<file path="config.mk">
export PLATFORM = sky130hd
export DESIGN_NAME = residual_relu_sfu
export DESIGN_NICKNAME = d
export VERILOG_FILES = /design/src/rtl/residual_relu_sfu.sv
export SDC_FILE = /design/constraint.sdc
export NUM_CORES = 1
export LEC_CHECK = 0
export BUFFER_PORTS_ARGS = -buffer_cell sky130_fd_sc_hd__buf_4
export CAP_MARGIN = 25
export CORE_UTILIZATION = 36
export CTS_BUF_LIST = sky130_fd_sc_hd__clkbuf_16
export DETAILED_ROUTE_END_ITERATION = 16
export PLACE_DENSITY = 0.67
export SETUP_SLACK_MARGIN = 0.02
export SLEW_MARGIN = 40
export SYNTH_ARGS = -nofsm -noshare
export SYNTH_HDL_FRONTEND = slang
export SYNTH_SLANG_ARGS = --single-unit
</file>
<file path="constraint.sdc">
create_clock -name clk -period 9.2 [get_ports clk]
set_input_delay 0.92 -clock clk [delete_from_list [all_inputs] [get_ports clk]]
set_output_delay 0.92 -clock clk [all_outputs]
set_load 0.01 [all_outputs]
</file>
<file path="src/rtl/residual_relu_sfu.sv">
// Residual-add / ReLU / saturate unit: streams rows from the output SRAM and the
// residual SRAM, combines them per channel and hands rows out through a 2-entry FIFO.

module residual_relu_sfu #(
  parameter int COL     = 8,
  parameter int PSUM_BW = 16,
  parameter int RES_BW  = 16,
  parameter int DEPTH   = 16,
  parameter int AW      = $clog2(DEPTH)
) (
  input  logic                   clk,
  input  logic                   reset,
  input  logic                   start,
  input  logic [AW:0]            cfg_len,
  input  logic                   cfg_res_en,
  input  logic                   cfg_relu_en,
  output logic                   op_cen,
  output logic [AW-1:0]          op_addr,
  input  logic [COL*PSUM_BW-1:0] op_q,
  output logic                   res_cen,
  output logic [AW-1:0]          res_addr,
  input  logic [COL*RES_BW-1:0]  res_q,
  output logic [COL*PSUM_BW-1:0] out_data,
  output logic                   out_valid,
  input  logic                   out_ready,
  output logic                   busy,
  output logic                   done
);

  localparam int SW = ((PSUM_BW > RES_BW) ? PSUM_BW : RES_BW) + 1;
  localparam int RW = COL * PSUM_BW;

  localparam logic [1:0] S_IDLE   = 2'd0;
  localparam logic [1:0] S_READ   = 2'd1;
  localparam logic [1:0] S_DRAIN  = 2'd2;
  localparam logic [1:0] S_FINISH = 2'd3;

  localparam logic signed [SW-1:0] SAT_MAX = {{(SW-PSUM_BW+1){1'b0}}, {(PSUM_BW-1){1'b1}}};
  localparam logic signed [SW-1:0] SAT_MIN = {{(SW-PSUM_BW+1){1'b1}}, {(PSUM_BW-1){1'b0}}};

  // One channel: widen, optionally add residual, then ReLU or saturate to PSUM_BW.
  function automatic logic [PSUM_BW-1:0] sfu_lane(
    input logic signed [PSUM_BW-1:0] psum,
    input logic signed [RES_BW-1:0]  res,
    input logic                      res_en,
    input logic                      relu_en
  );
    logic signed [SW-1:0] res_ext;
    logic signed [SW-1:0] sum;
    logic [PSUM_BW-1:0]   lane;
    res_ext = res_en ? SW'(res) : {SW{1'b0}};
    sum     = SW'(psum) + res_ext;
    if (relu_en && sum[SW-1]) begin
      lane = {PSUM_BW{1'b0}};
    end else if (sum > SAT_MAX) begin
      lane = SAT_MAX[PSUM_BW-1:0];
    end else if (sum < SAT_MIN) begin
      lane = SAT_MIN[PSUM_BW-1:0];
    end else begin
      lane = sum[PSUM_BW-1:0];
    end
    return lane;
  endfunction

  logic [1:0]    state_q, state_d;
  logic [AW:0]   row_q, row_d;
  logic [AW:0]   len_q, len_d;
  logic          res_en_q, res_en_d;
  logic          relu_en_q, relu_en_d;
  logic          inflight_q, inflight_d;
  logic [AW-1:0] addr_q, addr_d;
  logic [RW-1:0] mem_q [2];
  logic [RW-1:0] mem_d [2];
  logic          wr_ptr_q, wr_ptr_d;
  logic          rd_ptr_q, rd_ptr_d;
  logic [1:0]    count_q, count_d;
  logic          busy_q, busy_d;
  logic          done_q, done_d;

  logic          issue_s;
  logic          push_s;
  logic          pop_s;
  logic [2:0]    occ_s;
  logic [RW-1:0] row_res_s;

  // Per-channel result of the row whose SRAM data is on op_q/res_q this cycle.
  always_comb begin
    row_res_s = {RW{1'b0}};
    for (int c = 0; c < COL; c++) begin
      row_res_s[c*PSUM_BW +: PSUM_BW] = sfu_lane(op_q[c*PSUM_BW +: PSUM_BW],
                                                  res_q[c*RES_BW +: RES_BW],
                                                  res_en_q, relu_en_q);
    end
  end

  // Sequencing, read issue and FIFO bookkeeping.
  always_comb begin
    state_d   = state_q;
    row_d     = row_q;
    len_d     = len_q;
    res_en_d  = res_en_q;
    relu_en_d = relu_en_q;
    mem_d     = mem_q;
    wr_ptr_d  = wr_ptr_q;
    rd_ptr_d  = rd_ptr_q;

    pop_s  = (count_q != 2'd0) && out_ready;
    push_s = inflight_q;
    // A row being popped this cycle frees its slot in time for a read issued now.
    occ_s   = {1'b0, count_q} + {2'b00, inflight_q} - {2'b00, pop_s};
    issue_s = (state_q == S_READ) && (row_q < len_q) && (occ_s < 3'd2);

    count_d    = count_q + {1'b0, push_s} - {1'b0, pop_s};
    inflight_d = issue_s;
    addr_d     = issue_s ? row_q[AW-1:0] : addr_q;

    if (push_s) begin
      mem_d[wr_ptr_q] = row_res_s;
      wr_ptr_d        = ~wr_ptr_q;
    end else begin
      wr_ptr_d = wr_ptr_q;
    end

    if (pop_s) begin
      rd_ptr_d = ~rd_ptr_q;
    end else begin
      rd_ptr_d = rd_ptr_q;
    end

    case (state_q)
      S_IDLE: begin
        if (start) begin
          len_d     = cfg_len;
          res_en_d  = cfg_res_en;
          relu_en_d = cfg_relu_en;
          row_d     = {(AW+1){1'b0}};
          if (cfg_len != {(AW+1){1'b0}}) begin
            state_d = S_READ;
          end else begin
            state_d = S_FINISH;
          end
        end else begin
          state_d = S_IDLE;
        end
      end
      S_READ: begin
        if (issue_s) begin
          row_d = row_q + (AW+1)'(1);
          if (row_d == len_q) begin
            state_d = S_DRAIN;
          end else begin
            state_d = S_READ;
          end
        end else begin
          state_d = S_READ;
        end
      end
      S_DRAIN: begin
        if ((count_d == 2'd0) && !inflight_d) begin
          state_d = S_FINISH;
        end else begin
          state_d = S_DRAIN;
        end
      end
      S_FINISH: begin
        state_d = S_IDLE;
      end
      default: begin
        state_d = S_IDLE;
      end
    endcase

    busy_d = (state_d != S_IDLE);
    done_d = (state_d == S_FINISH);
  end

  // State registers with asynchronous active-low reset.
  always_ff @(posedge clk or negedge reset) begin
    if (!reset) begin
      state_q    <= S_IDLE;
      row_q      <= {(AW+1){1'b0}};
      len_q      <= {(AW+1){1'b0}};
      res_en_q   <= 1'b0;
      relu_en_q  <= 1'b0;
      inflight_q <= 1'b0;
      addr_q     <= {AW{1'b0}};
      mem_q[0]   <= {RW{1'b0}};
      mem_q[1]   <= {RW{1'b0}};
      wr_ptr_q   <= 1'b0;
      rd_ptr_q   <= 1'b0;
      count_q    <= 2'd0;
      busy_q     <= 1'b0;
      done_q     <= 1'b0;
    end else begin
      state_q    <= state_d;
      row_q      <= row_d;
      len_q      <= len_d;
      res_en_q   <= res_en_d;
      relu_en_q  <= relu_en_d;
      inflight_q <= inflight_d;
      addr_q     <= addr_d;
      mem_q[0]   <= mem_d[0];
      mem_q[1]   <= mem_d[1];
      wr_ptr_q   <= wr_ptr_d;
      rd_ptr_q   <= rd_ptr_d;
      count_q    <= count_d;
      busy_q     <= busy_d;
      done_q     <= done_d;
    end
  end

  // Enables follow the issue decision directly so a pop can be refilled in the same cycle.
  assign op_cen    = ~issue_s;
  assign res_cen   = ~issue_s;
  assign op_addr   = issue_s ? row_q[AW-1:0] : addr_q;
  assign res_addr  = issue_s ? row_q[AW-1:0] : addr_q;
  assign out_data  = mem_q[rd_ptr_q];
  assign out_valid = (count_q != 2'd0);
  assign busy      = busy_q;
  assign done      = done_q;

endmodule

</file>
Yosys cells after proc, flatten, opt, wreduce, memory -nomap -nowiden
Cells that the tools add are included.
- $add $sub $neg: 13
- order comparisons: 21
- equality and inequality tests: 7
- mux-type cells: 48
- bitwise gates (word level): 5
- reductions and logical operators: 22
- operator list (operator ; number):
    $mux W128 ; 4
    $mux W16 ; 24
    $bwmux W256 ; 1
    $add A16 B17 Y17 ; 8
    $gt A17 B16 Y1 const B ; 8
    $lt A17 B16 Y1 const B ; 8
    $mux W17 ; 8
    $demux W128 S1 ; 1
    $logic_and A1 B1 Y1 ; 13
    $mux W5 ; 2
    $pmux W5 S2 ; 1
    $mux W2 ; 4
    $pmux W2 S4 ; 1
    $eq A2 B2 Y1 const B ; 3
    $reduce_bool A2 Y1 ; 3
    $add A5 B1 Y5 const B ; 1
    $eq A5 B5 Y1 ; 1
    $lt A5 B5 Y1 ; 1
    $reduce_bool A5 Y1 ; 1
    $ge A2 B2 Y1 const B ; 2
    $logic_not A2 Y1 ; 2
    $mux W4 ; 1
    $ne A2 B2 Y1 const B ; 2
    $not A1 Y2 ; 2
    other kinds (12) ; 14
- bits in registers: 281
- input port bits: 267
- word-level logic and storage cells: 130

Logic depth before layout (Yosys ltp)
- word-level depth: 10
- mapped depth: 16

Worst setup path before layout
No wires, ideal clock.
- kind: input-to-output
- start point: input port out_ready
- end point: output port res_addr[0]
- arrival time: 3.248 ns
- data required time: 8.280 ns
- slack: 5.032 ns
- stages on the path: 12
- buffers on the path: 2
- path through: and2_1 > ha_1 > inv_1 > ha_1 > inv_1 > fa_1 > inv_1 > nor3_1 > nand3_1 > clkbuf_1 > o21ai_0 > buf_4
- longest elaborated chain between the ends: 5
- RTL lines (what ; RTL line ; RTL):
    start: declaration ; 25 ; input logic out_ready,
    $logic_and A1 B1 Y1 ; 107 ; pop_s = (count_q != 2'd0) && out_ready;
    $sub A3 B1 Y3 ; 110 ; occ_s = {1'b0, count_q} + {2'b00, inflight_q} - {2'b00, pop_s};
    $lt A3 B2 Y1 ; 111 ; issue_s = (state_q == S_READ) && (row_q < len_q) && (occ_s < 3'd2);
    $logic_and A1 B1 Y1 ; 111 ;
    $mux W4 ; -- ;
    end: declaration ; 21 ; output logic [AW-1:0] res_addr,
No other way between the ends.

Worst setup path after layout
- start point: register count_q[1]
- end point: output port res_addr[0]
- longest elaborated chain between the ends: 6
- elaborated cells on any way between the ends: 7
- RTL lines (what ; RTL line ; RTL):
    start: declaration ; 76 ; logic [1:0] count_q, count_d;
    start signal: assignment ; 206 ; count_q <= count_d;
    $reduce_bool A2 Y1 ; 107 ;
    $logic_and A1 B1 Y1 ; 107 ;
    named net pop_s ; 82 ; logic pop_s;
    $sub A3 B1 Y3 ; 110 ;
    $lt A3 B2 Y1 ; 111 ;
    $logic_and A1 B1 Y1 ; 111 ;
    $mux W4 ; 216 ; assign res_addr = issue_s ? row_q[AW-1:0] : addr_q;
The timed path passes the listed nets, and every way through them passes these cells.

==> impl_metrics.ini <==
[floorplan]
die_w_um = 237.5
ios = 408
die-area_um2 = 56420
num_rows = 85
initial_utilization_pct = 36.74
die_h_um = 237.5
core-area_um2 = 54350

[cells_and_area]
fin_nets = 3059
drive_above_1_share_pct = 24.39
design_area_um2 = 24840
layout_commonest_cell = buf_4
area_growth_pct = 24.38
fillers = 5239
layout_common_cells = 412 x buf_4, 278 x dfrtp_1, 257 x a21oi_1
final_cells = 3412
antenna_cells = 0

[sta]
hold_slack_ps = 360.3
report.final.hold_viol_count = 0
finalSetupViolCount = 0
setup_tns_ps = 0
fin_skew_ps = 25.46
max_clock_freq_mhz = 215.7
fin_crit_sh_pct = 50.39
tightest_slew_ps = 839.8
slew_violations = 0
maxSlewHeadroom_pct = 43.80
rsz0062_at_grt = false
fin_crit_ps = 4636

[detailed_routing]
drc = 0
ant_nets = 0
first_pass_iters = 5
vias = 18230
drt_iter0_drc = 1075
via_per_inst = 5.343
routed_wl_mm = 61.02
drt-wirelength-per-cell_um = 17.88

[logic_synthesis]
yosys_warnings = 0
synth-edff-count = 0
syn_area_um2 = 19970
ys_dominant_reg_cell = dfrtp_1
synth-seq-cells = 281
async_reset_ff_share_pct = 100.0
syn_avg_cell_area_um2 = 8.648
postSynthCellCount = 2309
synth_nets = 2721
synth_cell_type_count = 84
yosysSeqAreaShare_pct = 35.21

[critical_path]
crit_start = count_q[1]
cpLargestDelayFamily = simple AND/OR/NAND/NOR gates
required_ps = 8280
endpoint_kind = output pin
slowest_delay_ps = 510
critPathMaxFanout = 12
worst_path_max_delay_cell = fa_1
path_buf_inv = 4
arrival_ps = 3720
path_common_cell = inv_1
crit_chain = or2_2 > and2_1 > ha_1 > inv_1 > ha_1 > inv_1 > fa_1 > inv_1 > nor3_1 > nand3_1 > o21ai_0 > buf_4
start_kind = flop
reg2reg_from = res_en_q
path_class = reg2out

[clocking]
cts_buffers = 35
cts_tree = yes
postCtsSetupBuffers = 0
htreeDepth = 2
clockRootBuffer = clkbuf_16
clock_sinks = 281
cts_buffer_depth = 3
clock_latency_ps = 540
hold_buffers = 0
clkTransAtPathRegs_ps = 60
cts_resized = 0

[global_routing]
grt_start_max_net_pins = 91
antenna_found_initial = 3
gr-total-overflow = 0
grt_util_all_layers_pct = 21.28
grt_pass1_vias = 18410
grt_pass1_wl_mm = 97.23

[flow_run]
drv_cap = 0

[power_and_ir_drop]
sw_frac_of_total_pct = 43.76
combPwrFrac_pct = 58.5
seqPwrFrac_pct = 25.5
ir_drop_v = 0.0002104
switching_power_w = 0.003850
powerDensity_nw_per_um2 = 354.3
internal_power_w = 0.004949
power_frac_clock_pct = 16.1
p_leak_nw = 11.48

[placement]
place_area_um2 = 23640
dp_hpwl_mm = 45.58
portBuffers = 407
placed_cells = 3349
place.gp.congestion = 0.9017

[hold_path]
hold_class = in2async

[run_status]
status = complete, no violations
[state kept, by name, summed over array words and instances (netlist names)]
register / cells
relu_en_q: 1
wr_ptr_q: 1
inflight_q: 1
len_q: 5
busy: 1
rd_ptr_q: 1
addr_q: 4
res_en_q: 1
row_q: 5
count_q: 2
mem_q: 256
done: 1
state_q: 2
[final timing paths]
kind / to / slack [ps] / cells after the start
min reg2reg: mem_q[15] / 470 / 2
min: mem_q[186] / 360 / 1
max reg2reg: mem_q[131] / 4580 / 12
max in group asynchronous: relu_en_q / 6950 / 4
min in group clk: mem_q[15] / 470 / 2
max: res_addr[0] / 4560 / 12
[Yosys cell counts, types with 4 or more instances]
cell type / n / area, um2
dfrtp_1: 281 / 7032
a21oi_1: 260 / 1301
nand2_1: 256 / 960.9
nor2_1: 218 / 818.3
o21ai_0: 180 / 900.9
mux2_2: 138 / 1554
ha_1: 136 / 1702
and2_1: 134 / 838.3
clkbuf_1: 94 / 352.8
inv_1: 64 / 240.2
xnor2_1: 62 / 543.0
a21o_1: 41 / 307.8
nand3_1: 33 / 165.2
xor2_1: 31 / 271.5
nand2b_1: 26 / 162.7
nor3_1: 23 / 115.1
o21a_1: 22 / 165.2
nor2b_1: 21 / 131.4
o31ai_1: 21 / 157.7
o211ai_1: 20 / 150.1
a31oi_1: 19 / 118.9
buf_2: 15 / 75.07
o21bai_1: 12 / 90.09
and3_1: 11 / 68.82
a211oi_1: 10 / 75.07
nor3b_1: 10 / 75.07
fa_1: 9 / 180.2
o21ai_1: 9 / 45.04
o311ai_1: 9 / 78.83
a211o_1: 8 / 70.07
buf_4: 7 / 52.55
or3_1: 7 / 43.79
nand4_1: 6 / 37.54
o22a_1: 6 / 52.55
o31a_1: 6 / 52.55
a221oi_1: 5 / 43.79
and4_1: 5 / 43.79
o311ai_0: 5 / 43.79
a221o_1: 4 / 40.04
a22oi_1: 4 / 30.03
o211a_1: 4 / 40.04
[through the flow]
stage / power [W] / setup WS [ps] / utilization, %
finish: 0.008799 / 4564 / 45.70
global route: 0.009487 / 4195 / 45.70
CTS: 0.008852 / 4514 / 45.66
detailed placement: 0.007387 / 4556 / 43.50
global placement: 0.007219 / 4805 / 43.37
floorplan: 0.005537 / 5032 / -
[power groups by stage]
| stage | sequential [W] | clock (W) | combinational [W] |
|---|---|---|---|
| after floorplan | 0.00207 | 0 | 0.00347 |
| after global placement | 0.00225 | 0 | 0.00497 |
| after detailed placement | 0.00227 | 0 | 0.00512 |
| after CTS | 0.00225 | 0.00145 | 0.00515 |
| after global routing | 0.00233 | 0.00150 | 0.00566 |
| final | 0.00224 | 0.00141 | 0.00514 |
[final cells by class]
class	instances	area [um2]	share of cell area (%)
Clock buffer	36	900.9	3.627
Sequential cell	281	7043	28.36
Clock inverter	27	272.8	1.098
Multi-Input combinational cell	1844	12250	49.31
Tap cell	739	924.6	3.723
Inverter	64	240.2	0.9672
Timing Repair Buffer	421	3208	12.92
[cell families after synthesis]
| logic type | share of synthesized area (%) |
|---|---|
| and+or+nand+nor | 18.14 |
| AOI/OAI and AO/OA | 21.33 |
| DFF | 35.21 |
| buffers and inverters | 3.722 |
| adders and majority gates | 9.424 |
| muxes | 7.932 |
| xor gates and xnor gates | 4.242 |
[worst reg2reg max path: cells and delay by family, from the launching register on]
family	cells	cell delay [ps]
compound gates	5	1330
flops	1	780
fa+ha+maj	1	240
xor+xnor	1	300
simple gates	3	1140
buf+inv	2	670
[metal layers]
layer | global-route usage, % | up-vias | routed length, um
met5 | 0 | - | 31
met4 | 5.709 | 4 | 1316
met3 | 4.076 | 89 | 3388
met2 | 36.33 | 477 | 29630
met1 | 27.42 | 8812 | 26650
li1 | - | 8847 | -
(Power assumes the default switching activity.)
